==> src/rtl/led_pkg.sv <==
// Constants and types shared by the LED stream encoder and decoder.
// Timing constants assume a 50 MHz system clock.
package led_pkg;

    localparam int CLK_PERIOD_NS     = 20;
    localparam int BIT_PERIOD_CYCLES = 61;
    localparam int T0H_CYCLES        = 20;
    localparam int T1H_CYCLES        = 40;

    typedef struct packed {
        logic [7:0] g;
        logic [7:0] r;
        logic [7:0] b;
    } pixel_t;

    typedef enum logic [1:0] {
        ST_IDLE = 2'd0,
        ST_HIGH = 2'd1,
        ST_LOW  = 2'd2
    } led_state_e;

endpackage

==> src/rtl/led_stream_decoder_if.sv <==
// Serial line in, decoded pixel stream out, plus the decoder FSM state for debug.
interface led_stream_decoder_if #(
    parameter int IDX_W = 8
);
    import led_pkg::*;

    // Handshake: pixel_valid and frame_done are single-cycle strobes with no
    // ready/backpressure; pixel_data and pixel_index are valid only while
    // pixel_valid is high and the sink must accept them in that cycle.
    logic             din;
    pixel_t           pixel_data;
    logic             pixel_valid;
    logic [IDX_W-1:0] pixel_index;
    logic             frame_done;
    logic             bit_error;
    led_state_e       state;

    modport master (
        input  din,
        output pixel_data, pixel_valid, pixel_index, frame_done, bit_error, state
    );

    modport slave (
        output din,
        input  pixel_data, pixel_valid, pixel_index, frame_done, bit_error, state
    );

endinterface

==> src/rtl/led_stream_decoder_pulse_width_meter.sv <==
// Synchronizes the serial line, detects edges and measures the length of the
// current or most recent high and low runs with saturating counters.
module pulse_width_meter #(
    parameter int MAX_HIGH  = 55,
    parameter int RESET_LOW = 2500,
    parameter int CNT_W     = 12
) (
    input  logic             clk,
    input  logic             reset,
    input  logic             din_i,
    output logic             rise_o,
    output logic             fall_o,
    output logic [CNT_W-1:0] high_cnt_o,
    output logic [CNT_W-1:0] low_cnt_o
);

    localparam logic [CNT_W-1:0] HIGH_SAT = CNT_W'(MAX_HIGH + 1);
    localparam logic [CNT_W-1:0] LOW_SAT  = CNT_W'(RESET_LOW);

    logic             sync1_q, din_s_q, din_prev_q;
    logic             rise_q, fall_q;
    logic [CNT_W-1:0] high_cnt_q, high_cnt_d;
    logic [CNT_W-1:0] low_cnt_q, low_cnt_d;

    // Each counter restarts at 1 on its opening edge and holds its final
    // length while the line is in the opposite level, so it is still readable
    // when the registered closing edge reaches the FSM.
    always_comb begin
        high_cnt_d = high_cnt_q;
        low_cnt_d  = low_cnt_q;
        if (din_s_q) begin
            if (!din_prev_q)             high_cnt_d = CNT_W'(1);
            else if (high_cnt_q != HIGH_SAT) high_cnt_d = high_cnt_q + 1'b1;
        end else begin
            if (din_prev_q)              low_cnt_d = CNT_W'(1);
            else if (low_cnt_q != LOW_SAT)   low_cnt_d = low_cnt_q + 1'b1;
        end
    end

    always_ff @(posedge clk) begin
        if (reset) begin
            // Sampled-high reset state: a line already high is not a rising edge.
            sync1_q    <= 1'b1;
            din_s_q    <= 1'b1;
            din_prev_q <= 1'b1;
            rise_q     <= 1'b0;
            fall_q     <= 1'b0;
            high_cnt_q <= '0;
            low_cnt_q  <= '0;
        end else begin
            sync1_q    <= din_i;
            din_s_q    <= sync1_q;
            din_prev_q <= din_s_q;
            rise_q     <= din_s_q & ~din_prev_q;
            fall_q     <= ~din_s_q & din_prev_q;
            high_cnt_q <= high_cnt_d;
            low_cnt_q  <= low_cnt_d;
        end
    end

    assign rise_o     = rise_q;
    assign fall_o     = fall_q;
    assign high_cnt_o = high_cnt_q;
    assign low_cnt_o  = low_cnt_q;

endmodule

==> src/rtl/led_stream_decoder.sv <==
// Single-wire LED data receiver: classifies high pulses into bits, assembles
// 24-bit GRB pixels MSB first and flags the latch gap that ends a frame.
module led_stream_decoder
    import led_pkg::*;
#(
    parameter int BIT_THRESH = 30,
    parameter int MIN_HIGH   = 5,
    parameter int MAX_HIGH   = 55,
    parameter int RESET_LOW  = 2500,
    parameter int IDX_W      = 8
) (
    input  logic                 clk,
    input  logic                 reset,
    led_stream_decoder_if.master bus
);

    localparam int               CNT_W   = $clog2(RESET_LOW + 1);
    localparam logic [CNT_W-1:0] LOW_SAT = CNT_W'(RESET_LOW);

    logic             rise, fall;
    logic [CNT_W-1:0] high_cnt, low_cnt;

    pulse_width_meter #(
        .MAX_HIGH (MAX_HIGH),
        .RESET_LOW(RESET_LOW),
        .CNT_W    (CNT_W)
    ) u_meter (
        .clk       (clk),
        .reset     (reset),
        .din_i     (bus.din),
        .rise_o    (rise),
        .fall_o    (fall),
        .high_cnt_o(high_cnt),
        .low_cnt_o (low_cnt)
    );

    led_state_e       state_q;
    logic [23:0]      shreg_q;
    logic [4:0]       bit_cnt_q;
    pixel_t           pixel_data_q;
    logic             pixel_valid_q;
    logic [IDX_W-1:0] pixel_index_q;
    logic             frame_done_q;
    logic             bit_error_q;
    logic             partial_q;

    logic bit_val, width_bad;
    assign bit_val   = (high_cnt >= CNT_W'(BIT_THRESH));
    assign width_bad = (high_cnt < CNT_W'(MIN_HIGH)) || (high_cnt > CNT_W'(MAX_HIGH));

    always_ff @(posedge clk) begin
        if (reset) begin
            state_q       <= ST_IDLE;
            shreg_q       <= '0;
            bit_cnt_q     <= '0;
            pixel_data_q  <= '0;
            pixel_valid_q <= 1'b0;
            pixel_index_q <= '0;
            frame_done_q  <= 1'b0;
            bit_error_q   <= 1'b0;
            partial_q     <= 1'b0;
        end else begin
            pixel_valid_q <= 1'b0;
            frame_done_q  <= 1'b0;
            if (pixel_valid_q) pixel_index_q <= pixel_index_q + 1'b1;
            // A partial-pixel error raised with frame_done carries into the next frame.
            if (frame_done_q && !partial_q) bit_error_q <= 1'b0;

            case (state_q)
                ST_IDLE: begin
                    if (rise) state_q <= ST_HIGH;
                end
                ST_HIGH: begin
                    if (fall) begin
                        shreg_q <= {shreg_q[22:0], bit_val};
                        if (width_bad) bit_error_q <= 1'b1;
                        if (bit_cnt_q == 5'd23) begin
                            pixel_valid_q <= 1'b1;
                            pixel_data_q  <= {shreg_q[22:0], bit_val};
                            bit_cnt_q     <= '0;
                        end else begin
                            bit_cnt_q <= bit_cnt_q + 1'b1;
                        end
                        state_q <= ST_LOW;
                    end
                end
                ST_LOW: begin
                    if (rise) begin
                        state_q <= ST_HIGH;
                    end else if (low_cnt == LOW_SAT) begin
                        frame_done_q  <= 1'b1;
                        bit_cnt_q     <= '0;
                        pixel_index_q <= '0;
                        partial_q     <= (bit_cnt_q != 5'd0);
                        if (bit_cnt_q != 5'd0) bit_error_q <= 1'b1;
                        state_q <= ST_IDLE;
                    end
                end
                default: state_q <= ST_IDLE;
            endcase
        end
    end

    assign bus.pixel_data  = pixel_data_q;
    assign bus.pixel_valid = pixel_valid_q;
    assign bus.pixel_index = pixel_index_q;
    assign bus.frame_done  = frame_done_q;
    assign bus.bit_error   = bit_error_q;
    assign bus.state       = state_q;

endmodule

==> src/flat_wrapper.sv <==
// flat-port wrapper written by rule: the top's interface ports become plain ports
module led_stream_decoder_flat import led_pkg::*;
#(
    parameter int BIT_THRESH = 30,
    parameter int MIN_HIGH   = 5,
    parameter int MAX_HIGH   = 55,
    parameter int RESET_LOW  = 2500,
    parameter int IDX_W      = 8
)
  (clk, reset, bus_din, bus_pixel_data, bus_pixel_valid, bus_pixel_index, bus_frame_done, bus_bit_error, bus_state);
  led_stream_decoder_if #(.IDX_W(IDX_W)) bus_i ();
  input  logic clk;
  input  logic reset;
  input wire logic [$bits(bus_i.din)-1:0] bus_din;
  output wire logic [$bits(bus_i.pixel_data)-1:0] bus_pixel_data;
  output wire logic [$bits(bus_i.pixel_valid)-1:0] bus_pixel_valid;
  output wire logic [$bits(bus_i.pixel_index)-1:0] bus_pixel_index;
  output wire logic [$bits(bus_i.frame_done)-1:0] bus_frame_done;
  output wire logic [$bits(bus_i.bit_error)-1:0] bus_bit_error;
  output wire logic [$bits(bus_i.state)-1:0] bus_state;
  assign bus_i.din = bus_din;
  assign bus_pixel_data = bus_i.pixel_data;
  assign bus_pixel_valid = bus_i.pixel_valid;
  assign bus_pixel_index = bus_i.pixel_index;
  assign bus_frame_done = bus_i.frame_done;
  assign bus_bit_error = bus_i.bit_error;
  assign bus_state = bus_i.state;
  led_stream_decoder #(.BIT_THRESH(BIT_THRESH), .MIN_HIGH(MIN_HIGH), .MAX_HIGH(MAX_HIGH), .RESET_LOW(RESET_LOW), .IDX_W(IDX_W)) u_core (.clk(clk), .reset(reset), .bus(bus_i));
endmodule
==> config.mk <==
export PLATFORM = sky130hd
export DESIGN_NAME = led_stream_decoder_flat
export DESIGN_NICKNAME = d
export VERILOG_FILES = /design/src/rtl/led_pkg.sv /design/src/rtl/led_stream_decoder_if.sv /design/src/rtl/led_stream_decoder_pulse_width_meter.sv /design/src/rtl/led_stream_decoder.sv /design/src/flat_wrapper.sv
export SDC_FILE = /design/constraint.sdc
export NUM_CORES = 1
export LEC_CHECK = 0
export ABC_AREA = 1
export CAP_MARGIN = 20
export CORE_MARGIN = 4
export CORE_UTILIZATION = 45
export CTS_BUF_LIST = sky130_fd_sc_hd__clkbuf_4 sky130_fd_sc_hd__clkbuf_8
export CTS_CLUSTER_DIAMETER = 150
export DETAILED_ROUTE_END_ITERATION = 8
export PLACE_DENSITY = 0.74
export SLEW_MARGIN = 30
export SYNTH_ARGS = -nofsm -noshare
export SYNTH_HDL_FRONTEND = slang
export SYNTH_SLANG_ARGS = --single-unit
==> constraint.sdc <==
create_clock -name clk -period 1.9 [get_ports clk]
set_input_delay 0.57 -clock clk [delete_from_list [all_inputs] [get_ports clk]]
set_output_delay 0.57 -clock clk [all_outputs]
set_load 0.01 [all_outputs]
### Yosys cells after proc, flatten, opt, wreduce, memory -nomap -nowiden

Index checks and enable logic that the tools add are counted.
W data, S select, Z words.

| word-level totals | value |
|---|---|
| register bits | 95 |
| logic and storage cells | 88 |
| output and inout bits | 37 |
| bits of input ports | 3 |

| operators by class | value |
|---|---|
| muxes and demuxes | 27 |
| magnitude comparators | 3 |
| equal/unequal tests | 12 |
| bitwise operators | 8 |
| reduce and logical (&&, ||, !) cells | 16 |
| add/sub/neg operators | 4 |

Operator list:

| kind | number |
|---|---|
| $mux W12 | 4 |
| $mux W8 | 4 |
| $add A12 B1 Y12 const B | 2 |
| $mux W5 | 4 |
| $eq A12 B12 Y1 const B | 1 |
| $ge A12 B5 Y1 const B | 1 |
| $gt A12 B6 Y1 const B | 1 |
| $lt A12 B3 Y1 const B | 1 |
| $ne A12 B12 Y1 const B | 1 |
| $ne A12 B6 Y1 const B | 1 |
| $pmux W5 S2 | 1 |
| $reduce_and A3 Y1 | 3 |
| $add A8 B1 Y8 const B | 1 |
| $mux W1 | 8 |
| $mux W2 | 4 |
| $ne A2 B2 Y1 const B | 3 |
| $not A1 Y1 | 6 |
| $pmux W2 S3 | 1 |
| $reduce_and A2 Y1 | 3 |
| $reduce_or A3 Y1 | 2 |
| $add A5 B1 Y5 const B | 1 |
| $eq A5 B5 Y1 const B | 1 |
| $reduce_bool A5 Y1 | 1 |
| $ne A2 B1 Y1 const B | 2 |
| 11 further kinds | 13 |

### Logic depth before layout (Yosys ltp)

Gate-level depths: netlist of the first run.

| depth | value |
|---|---|
| depth after elaboration | 7 |
| gate-level depth with buffers | 11 |
| mapped depth without buffers | 11 |

### Hierarchy

A second synthesis of the first run with hierarchy kept.

| unflattened totals | value |
|---|---|
| cells, all modules | 615 |
| area total of the unflattened synthesis | 4,483.0 um2 |

By module, submodules not included:

| module | area an instance (um2) | instances | cells each | sequential area each (um2) |
|---|---|---|---|---|
| led_stream_decoder | 2,797.7 | 1 | 358 | 1,321.3 |
| pulse_width_meter | 1,685.4 | 1 | 257 | 580.6 |

### Worst setup path before layout of the first run

Ideal clock, no wire load.

| path | value |
|---|---|
| path type | register to register |
| start point | register u_core.state_q[1] (netlist: u_core.bus.state[1]) |
| end point | register u_core.pixel_data_q (netlist bit u_core.bus.pixel_data[22]) |
| buffers on the path | 1 |
| period minus slack after synthesis | 1.551 ns |
| path slack | 0.349 ns |
| data required time | 1.784 ns |
| cell stages (with the launch flop) | 10 |
| arrival | 1.436 ns |
| setup time | 0.116 ns |
| cells stage by stage | dfxtp_1 -> inv_1 -> ha_1 -> nand2_1 -> inv_1 -> nand2_2 -> clkinv_2 -> buf_6 -> nor2_1 -> nor2_1 |

| on the way | value |
|---|---|
| cells in the longest elaborated chain, start to end | 2 |

Ends and longest elaborated chain:

| what | RTL line | text |
|---|---|---|
| from (decl) | led_stream_decoder.sv:37 | `led_state_e state_q;` |
| from (signal assigned) | led_stream_decoder.sv:53 | `state_q <= ST_IDLE;` |
| from (signal assigned) | led_stream_decoder.sv:71 | `if (rise) state_q <= ST_HIGH;` |
| from (signal assigned) | led_stream_decoder.sv:84 | `state_q <= ST_LOW;` |
| $eq A2 B1 Y1 | led_stream_decoder.sv:69 | `case (state_q)` |
| $reduce_and A3 Y1 (no line) | n/a |  |
| to (signal assigned) | led_stream_decoder.sv:79 | `pixel_data_q <= {shreg_q[22:0], bit_val};` |
| to (decl) | led_stream_decoder.sv:40 | `pixel_t pixel_data_q;` |

No other way between the ends.
A chain may end at the register's enable or synchronous reset.

### Final worst setup path of the first run

| path | value |
|---|---|
| start point | register u_core.pixel_valid_q (netlist: u_core.bus.pixel_valid) |
| end point | output bus_pixel_valid |

RTL lines:

| what | RTL line | text |
|---|---|---|
| from (decl) | led_stream_decoder.sv:41 | `logic pixel_valid_q;` |
| from (signal assigned) | led_stream_decoder.sv:57 | `pixel_valid_q <= 1'b0;` |
| from (signal assigned) | led_stream_decoder.sv:63 | `pixel_valid_q <= 1'b0;` |
| from (signal assigned) | led_stream_decoder.sv:78 | `pixel_valid_q <= 1'b1;` |
| to (decl) | flat_wrapper.sv:16 | `output wire logic [$bits(bus_i.pixel_valid)-1:0] bus_pixel_valid;` |

No word-level cell between the ends.

==> results of run 1 <==
[worst min-delay path by stage]
stage,endpoint,startpoint,slack [ns],cells past startpoint
global placement,u_core.u_meter.din_s_q,u_core.u_meter.sync1_q,0.42,1
floorplan,u_core.u_meter.din_s_q,u_core.u_meter.sync1_q,0.39,1
global route,u_core.u_meter.din_s_q,u_core.u_meter.sync1_q,0.44,1
detailed placement,u_core.u_meter.din_s_q,u_core.u_meter.sync1_q,0.42,1
CTS,u_core.u_meter.din_s_q,u_core.u_meter.sync1_q,0.44,1
finish,u_core.u_meter.din_s_q,u_core.u_meter.sync1_q,0.44,1
[timing repair]
action / 4_1_cts / 5_1_grt
buffers inserted: 0 / 0
gates resized for setup: 7 / 5
pin swaps: 0 / 0
endpoints found under the setup margin: 7 / 5
hold endpoints to repair: 0 / 0
[where the power goes]
group	internal, mW	leakage [nW]	total [mW]	switching, mW
clock	0.573	0.103	1.32	0.744
combinational	0.0668	1.12	0.191	0.124
sequential	2.01	0.769	2.03	0.0245
total	2.65	1.99	3.54	0.892
[cell usage after synthesis]
cell      count  area share
o22ai_1       1      0.0014
clkbuf_1     12       0.010
nand2_2       5      0.0070
nor3b_1       3      0.0050
or2_2         4      0.0056
nand2_4       1      0.0025
nor2_1      107       0.089
nor2_2        6      0.0084
nand4_4       1      0.0047
nor3_2        1      0.0022
buf_6         4       0.010
inv_1        54       0.045
nand2_1     156        0.13
o21bai_1      1      0.0017
buf_2         5      0.0056
xnor2_1       2      0.0039
a21oi_2      13       0.025
nor2_4        1      0.0025
nor4_2        1      0.0028
mux2i_1       1      0.0022
buf_1         2      0.0017
xor2_1        5      0.0098
nand4_1      15       0.021
o21ai_1       2      0.0022
and3_1        1      0.0014
dfxtp_1      95        0.42
a21oi_1      40       0.045
ha_1         13       0.036
inv_2         3      0.0025
o21ai_0      32       0.036
clkinv_2      2      0.0022
nand3_1      39       0.043
nand3b_1      1      0.0017
nor3_1        7      0.0078
[kinds of logic (layout without fill, tap and decap cells)]
group,after synthesis,count (layout),share of synthesized area
buf+inv,82,124,0.0772
flops,95,95,0.424
compound gates,89,89,0.111
mux,1,1,0.00223
simple gates,349,349,0.336
xor+xnor,7,7,0.0137
fa+ha+maj,13,13,0.0362
[state kept, by name, summed over array words and instances, names as in the netlist]
name and count:
u_core.bit_cnt_q 5, u_core.u_meter.din_prev_q 1, u_core.bus.state 2, u_core.u_meter.high_cnt_o 12
u_core.bus.bit_error 1, u_core.partial_q 1, u_core.u_meter.low_cnt_o 12, u_core.u_meter.sync1_q 1
u_core.bus.pixel_valid 1, u_core.shreg_q 23, u_core.bus.frame_done 1, u_core.bus.pixel_data 24
u_core.u_meter.fall_o 1, u_core.u_meter.rise_o 1, u_core.bus.pixel_index 8, u_core.u_meter.din_s_q 1
[final cells by class]
cell class                 count  share of cell area
sequential                    95               0.366
clock buffer                  11              0.0290
tap                          133              0.0319
timing repair buffer          49              0.0912
multi-input combinational    459               0.430
inverter                      59              0.0430
clock inverter                 5             0.00888
[layer usage]
metal / wire length (um) / up-vias / GRT usage / share of wire
met5: 0 / - / 0 / 0
met4: 201 / 0 / 0.0658 / 0.021
met3: 385 / 19 / 0.0318 / 0.040
met2: 4540 / 78 / 0.301 / 0.48
met1: 4410 / 1847 / 0.222 / 0.46
li1: - / 2106 / - / -
[stage by stage]
stage / cell area [sq um] / utilization
detailed placement: 5000 / 0.514
global route: 5210 / 0.536
CTS: 5200 / 0.535
finish: 5210 / 0.536
global placement: 5000 / 0.514
floorplan: 4490 / -
==> out/results.ini, run 1 <==
[routing]
first_iter_violations=150
viasPerCell=4.99
wl_um=9540
vias=4050
wl_per_cell_um=11.8
dr.pass1.iters=4
ant_nets=0
drc=0

[setup_path]
r2r_start=u_core.u_meter.low_cnt_o[0]
r2r_slack_ns=0.26
path_delay_family=buffers and inverters
cpPeakStageDelay_ns=0.53
critPathMaxFanout=6
cp-end-kind=output port
path_depth=1
cpMaxStageDelayCell=clkdlybuf4s50_1
crit_end=bus_pixel_valid
r2r_cells=9
path_class=flip-flop to output port
crit_chain=clkdlybuf4s50_1
worstReg2RegEnd=u_core.u_meter.low_cnt_o[8]
path_buf_inv=1
arrival_ns=1.28
crit_start=u_core.bus.pixel_valid
crit_path_start_kind=flip-flop
required_ns=1.33

[cells_and_area]
final_common_cell=nand2_1
final_cell_mix=156 x nand2_1, 107 x nor2_1, 91 x dfxtp_1
antenna_cells=0
layout.nets=689
layout-drive-gt1-share=0.102
syn_to_final_growth_pct=16.1
multi_input_area_sq_um=2240
n_fill_cell=953
fin_cells=811
final-seq-area_sq_um=1910

[cts]
htreeDepth=3
cts.sinks=95
cts.clk_slew.worst_paths_ns=0.09
cts-root-buf=clkbuf_8
cts_tree=built
clock_path_buffers=2
cts-hold-fix-buffers=0
cts_buffers=9
clk_latency_ns=0.37

[sta]
relSlewSlack=0.708
max_freq_ghz=0.539
min_period_over_period=0.976
timing.hold.ws_ns=0.440
setup_slack_ns=0.0459
hold_viol=0
fin_skew_ns=0.0109
fin_crit_ns=1.85
rsz0062_at_grt=no
fin_setup_tns_ns=0
setup_viol=0
report.final.slew_viol_count=0
worstMarginPinSlew_ns=0.438

[placed_design]
post-place-ws_ns=0.254
dp_hpwl_um=6860
place.port_buffers=39
place.gp.congestion=0.907
dpl.cell_count=795

[floorplanning]
initial_core_util=0.461
die_w_um=108
io_pins=40
die_height_um=108
num_rows=36
coreArea_sq_um=9730
die-area_sq_um=11600

[power_and_ir_drop]
max-vdd-ir-drop_uv=347
p_leak_nw=1.99
power_mw=3.54
p_per_area_nw_per_um2=680

[logic_synthesis]
syn-cell-area_sq_um=4490
synth_nets=652
synth_cell_types=34
synth_seq_area_share=0.424
synth_cells=636
avgSynthCellArea_sq_um=7.06
synth_seq_cells=95
yosys_warnings=0

[grt]
grt_max_degree=28
antenna_found_initial=0
grt_pass1_vias=3895
gr-total-overflow=0
grt_pass1_wl_um=17000
grt_use_total=0.177

[flow_run]
maxCapViolations=0

[hold_path]
hold_path_class=flip-flop to flip-flop

[run_status]
status=finished, final reports clean

(Power assumes the default switching activity.)
==> inputs of run 2 (changes only) <==
--- a/config.mk
+++ b/config.mk
@@ -12,7 +12,7 @@
 export CTS_BUF_LIST = sky130_fd_sc_hd__clkbuf_4 sky130_fd_sc_hd__clkbuf_8
 export CTS_CLUSTER_DIAMETER = 150
 export DETAILED_ROUTE_END_ITERATION = 8
-export PLACE_DENSITY = 0.74
+export PLACE_DENSITY_LB_ADDON = 0.12
 export SLEW_MARGIN = 30
 export SYNTH_ARGS = -nofsm -noshare
 export SYNTH_HDL_FRONTEND = slang
==> out/results.ini, run 2 (same netlist as run 1, synthesis figures left out) <==
[setup_path]
crit_chain=clkdlybuf4s50_1  ; unchanged
r2r_start=u_core.bus.state[0]  ; was u_core.u_meter.low_cnt_o[0]
r2r_cells=7  ; was 9
cp-end-kind=output port  ; unchanged
path_class=flip-flop to output port  ; unchanged
crit_path_start_kind=flip-flop  ; unchanged
path_buf_inv=1  ; unchanged
critPathMaxFanout=2  ; was 6
r2r_slack_ns=0.26  ; about the same
required_ns=1.33  ; about the same
cpPeakStageDelay_ns=0.54  ; was 0.53 ns
path_delay_family=buffers and inverters  ; unchanged
cpMaxStageDelayCell=clkdlybuf4s50_1  ; unchanged
worstReg2RegEnd=u_core.partial_q  ; was u_core.u_meter.low_cnt_o[8]
arrival_ns=1.27  ; was 1.28 ns

[routing]
ant_nets=0  ; unchanged
dr.pass1.iters=4  ; unchanged
wl_per_cell_um=12.1  ; was 11.8 um
drc=0  ; unchanged
first_iter_violations=131  ; was 150
vias=4013  ; was 4050
wl_um=9830  ; was 9540 um
viasPerCell=4.92  ; was 4.99

[hold_path]
min-delay-start=u_core.u_meter.sync1_q  ; unchanged
hold_path_class=flip-flop to flip-flop  ; unchanged
hold_depth=1  ; unchanged
whs_endpoint=u_core.u_meter.din_s_q  ; unchanged

[placed_design]
place.port_buffers=39  ; unchanged
dpl_cell_area_sq_um=5030  ; was 5000 sq um
dp_hpwl_um=6970  ; was 6860 um
place.gp.congestion=0.826  ; was 0.907

[sta]
worstMarginPinSlew_ns=0.372  ; was 0.438 ns
min_period_over_period=0.970  ; was 0.976
rsz0062_at_grt=no  ; unchanged
fin_crit_ns=1.84  ; was 1.85 ns
relSlewSlack=0.750  ; was 0.708
hold_viol=0  ; unchanged
max_freq_ghz=0.543  ; was 0.539 GHz
setup_viol=0  ; unchanged
fin_skew_ns=0.0112  ; was 0.0109 ns
report.final.slew_viol_count=0  ; unchanged
fin_setup_tns_ns=0  ; unchanged

[cells_and_area]
largest_reg_flops=24  ; unchanged
layout.nets=694  ; was 689
final-seq-area_sq_um=1910  ; about the same
n_fill_cell=970  ; was 953
multi_input_area_sq_um=2240  ; unchanged
antenna_cells=0  ; unchanged
layout-drive-gt1-share=0.108  ; was 0.102
final_cell_mix=156 x nand2_1, 107 x nor2_1, 91 x dfxtp_1  ; unchanged
syn_to_final_growth_pct=17.3  ; was 16.1%
final_area_sq_um=5270  ; was 5210 sq um
final_common_cell=nand2_1  ; unchanged

[cts]
cts_buffers=9  ; unchanged
htreeDepth=3  ; unchanged
cts-hold-fix-buffers=0  ; unchanged
cts.sinks=95  ; unchanged
cts_tree=built  ; unchanged
cts.clk_slew.worst_paths_ns=0.10  ; was 0.09 ns
cts-root-buf=clkbuf_8  ; unchanged
clk_latency_ns=0.38  ; was 0.37 ns
clock_path_buffers=2  ; unchanged

[grt]
grt_pass1_wl_um=17000  ; about the same
grt_pass1_vias=3689  ; was 3895
antenna_found_initial=0  ; unchanged
grt_max_degree=26  ; was 28
gr-total-overflow=0  ; unchanged
grt_use_total=0.181  ; was 0.177

[floorplanning]
num_rows=36  ; unchanged
die_w_um=108  ; unchanged
coreArea_sq_um=9730  ; unchanged
io_pins=40  ; unchanged
die_height_um=108  ; unchanged
initial_core_util=0.461  ; unchanged
die-area_sq_um=11600  ; unchanged

[run_status]
status=finished, final reports clean  ; unchanged

[flow_run]
maxCapViolations=0  ; unchanged

[power_and_ir_drop]
p_leak_nw=2.18  ; was 1.99 nW
p_per_area_nw_per_um2=689  ; was 680 nW/um^2
max-vdd-ir-drop_uv=351  ; was 347 uV

## run 2: cell count changes in the layout (fill, tap and decap cells not counted), sizes merged
cell / change
clkinvlp: +1
dlymetal6s2s: +9
inv: -1
buf: +5
clkbuf: -1
clkdlybuf4s50: -9
bufinv: +1
## run 2: cell type report
cell class,instances,area share
clock buffer,10,0.0249
clock inverter,6,0.0143
inverter,59,0.0425
multi-input combinational,459,0.425
sequential,95,0.362
tap,133,0.0316
timing repair buffer,54,0.0993
## run 2: how the worst max path moves through the flow
stage                                   startpoint                   endpoint  slack, ns  cells after the start
after floorplan                u_core.bus.state[1]  u_core.bus.pixel_data[22]       0.35                      9
after global placement         u_core.bus.state[0]        u_core.bit_cnt_q[4]       0.26                     10
after detailed placement       u_core.bus.state[1]  u_core.bus.pixel_data[23]       0.19                      8
after CTS                   u_core.bus.pixel_valid            bus_pixel_valid     0.0007                      1
after global routing      u_core.bus.pixel_data[9]          bus_pixel_data[9]      0.005                      1
final                     u_core.bus.pixel_data[3]          bus_pixel_data[3]       0.06                      1
## run 2: per-stage QoR
stage,std cells,worst slack [ns],utilization,total power [mW],hold WS (ns)
finish,816,0.0576,0.541,3.63,0.415
global route,816,0.00526,0.541,3.79,0.456
CTS,816,0.000743,0.538,3.68,0.416
detailed placement,800,0.188,0.517,2.28,0.393
global placement,800,0.262,0.517,2.27,0.392
floorplan,636,0.349,-,2.22,0.389
## run 2: repair_timing
action,CTS,global route
resized for setup,8,12
endpoints found under the setup margin,8,12
buffers inserted,0,0
## run 2: where the power goes
group          internal, mW  switching (mW)  total, mW
clock network         0.644           0.752       1.40
registers              2.01          0.0221       2.03
logic                0.0701           0.128      0.198
total                  2.73           0.902       3.63
## run 2: metal layers
metal / track usage / part of all wire / vias up
met4: 0.0794 / 0.018 / 0
met2: 0.294 / 0.46 / 64
met1: 0.233 / 0.48 / 1825
li1: - / - / 2110
met3: 0.0336 / 0.037 / 14
met5: 0 / 0 / -
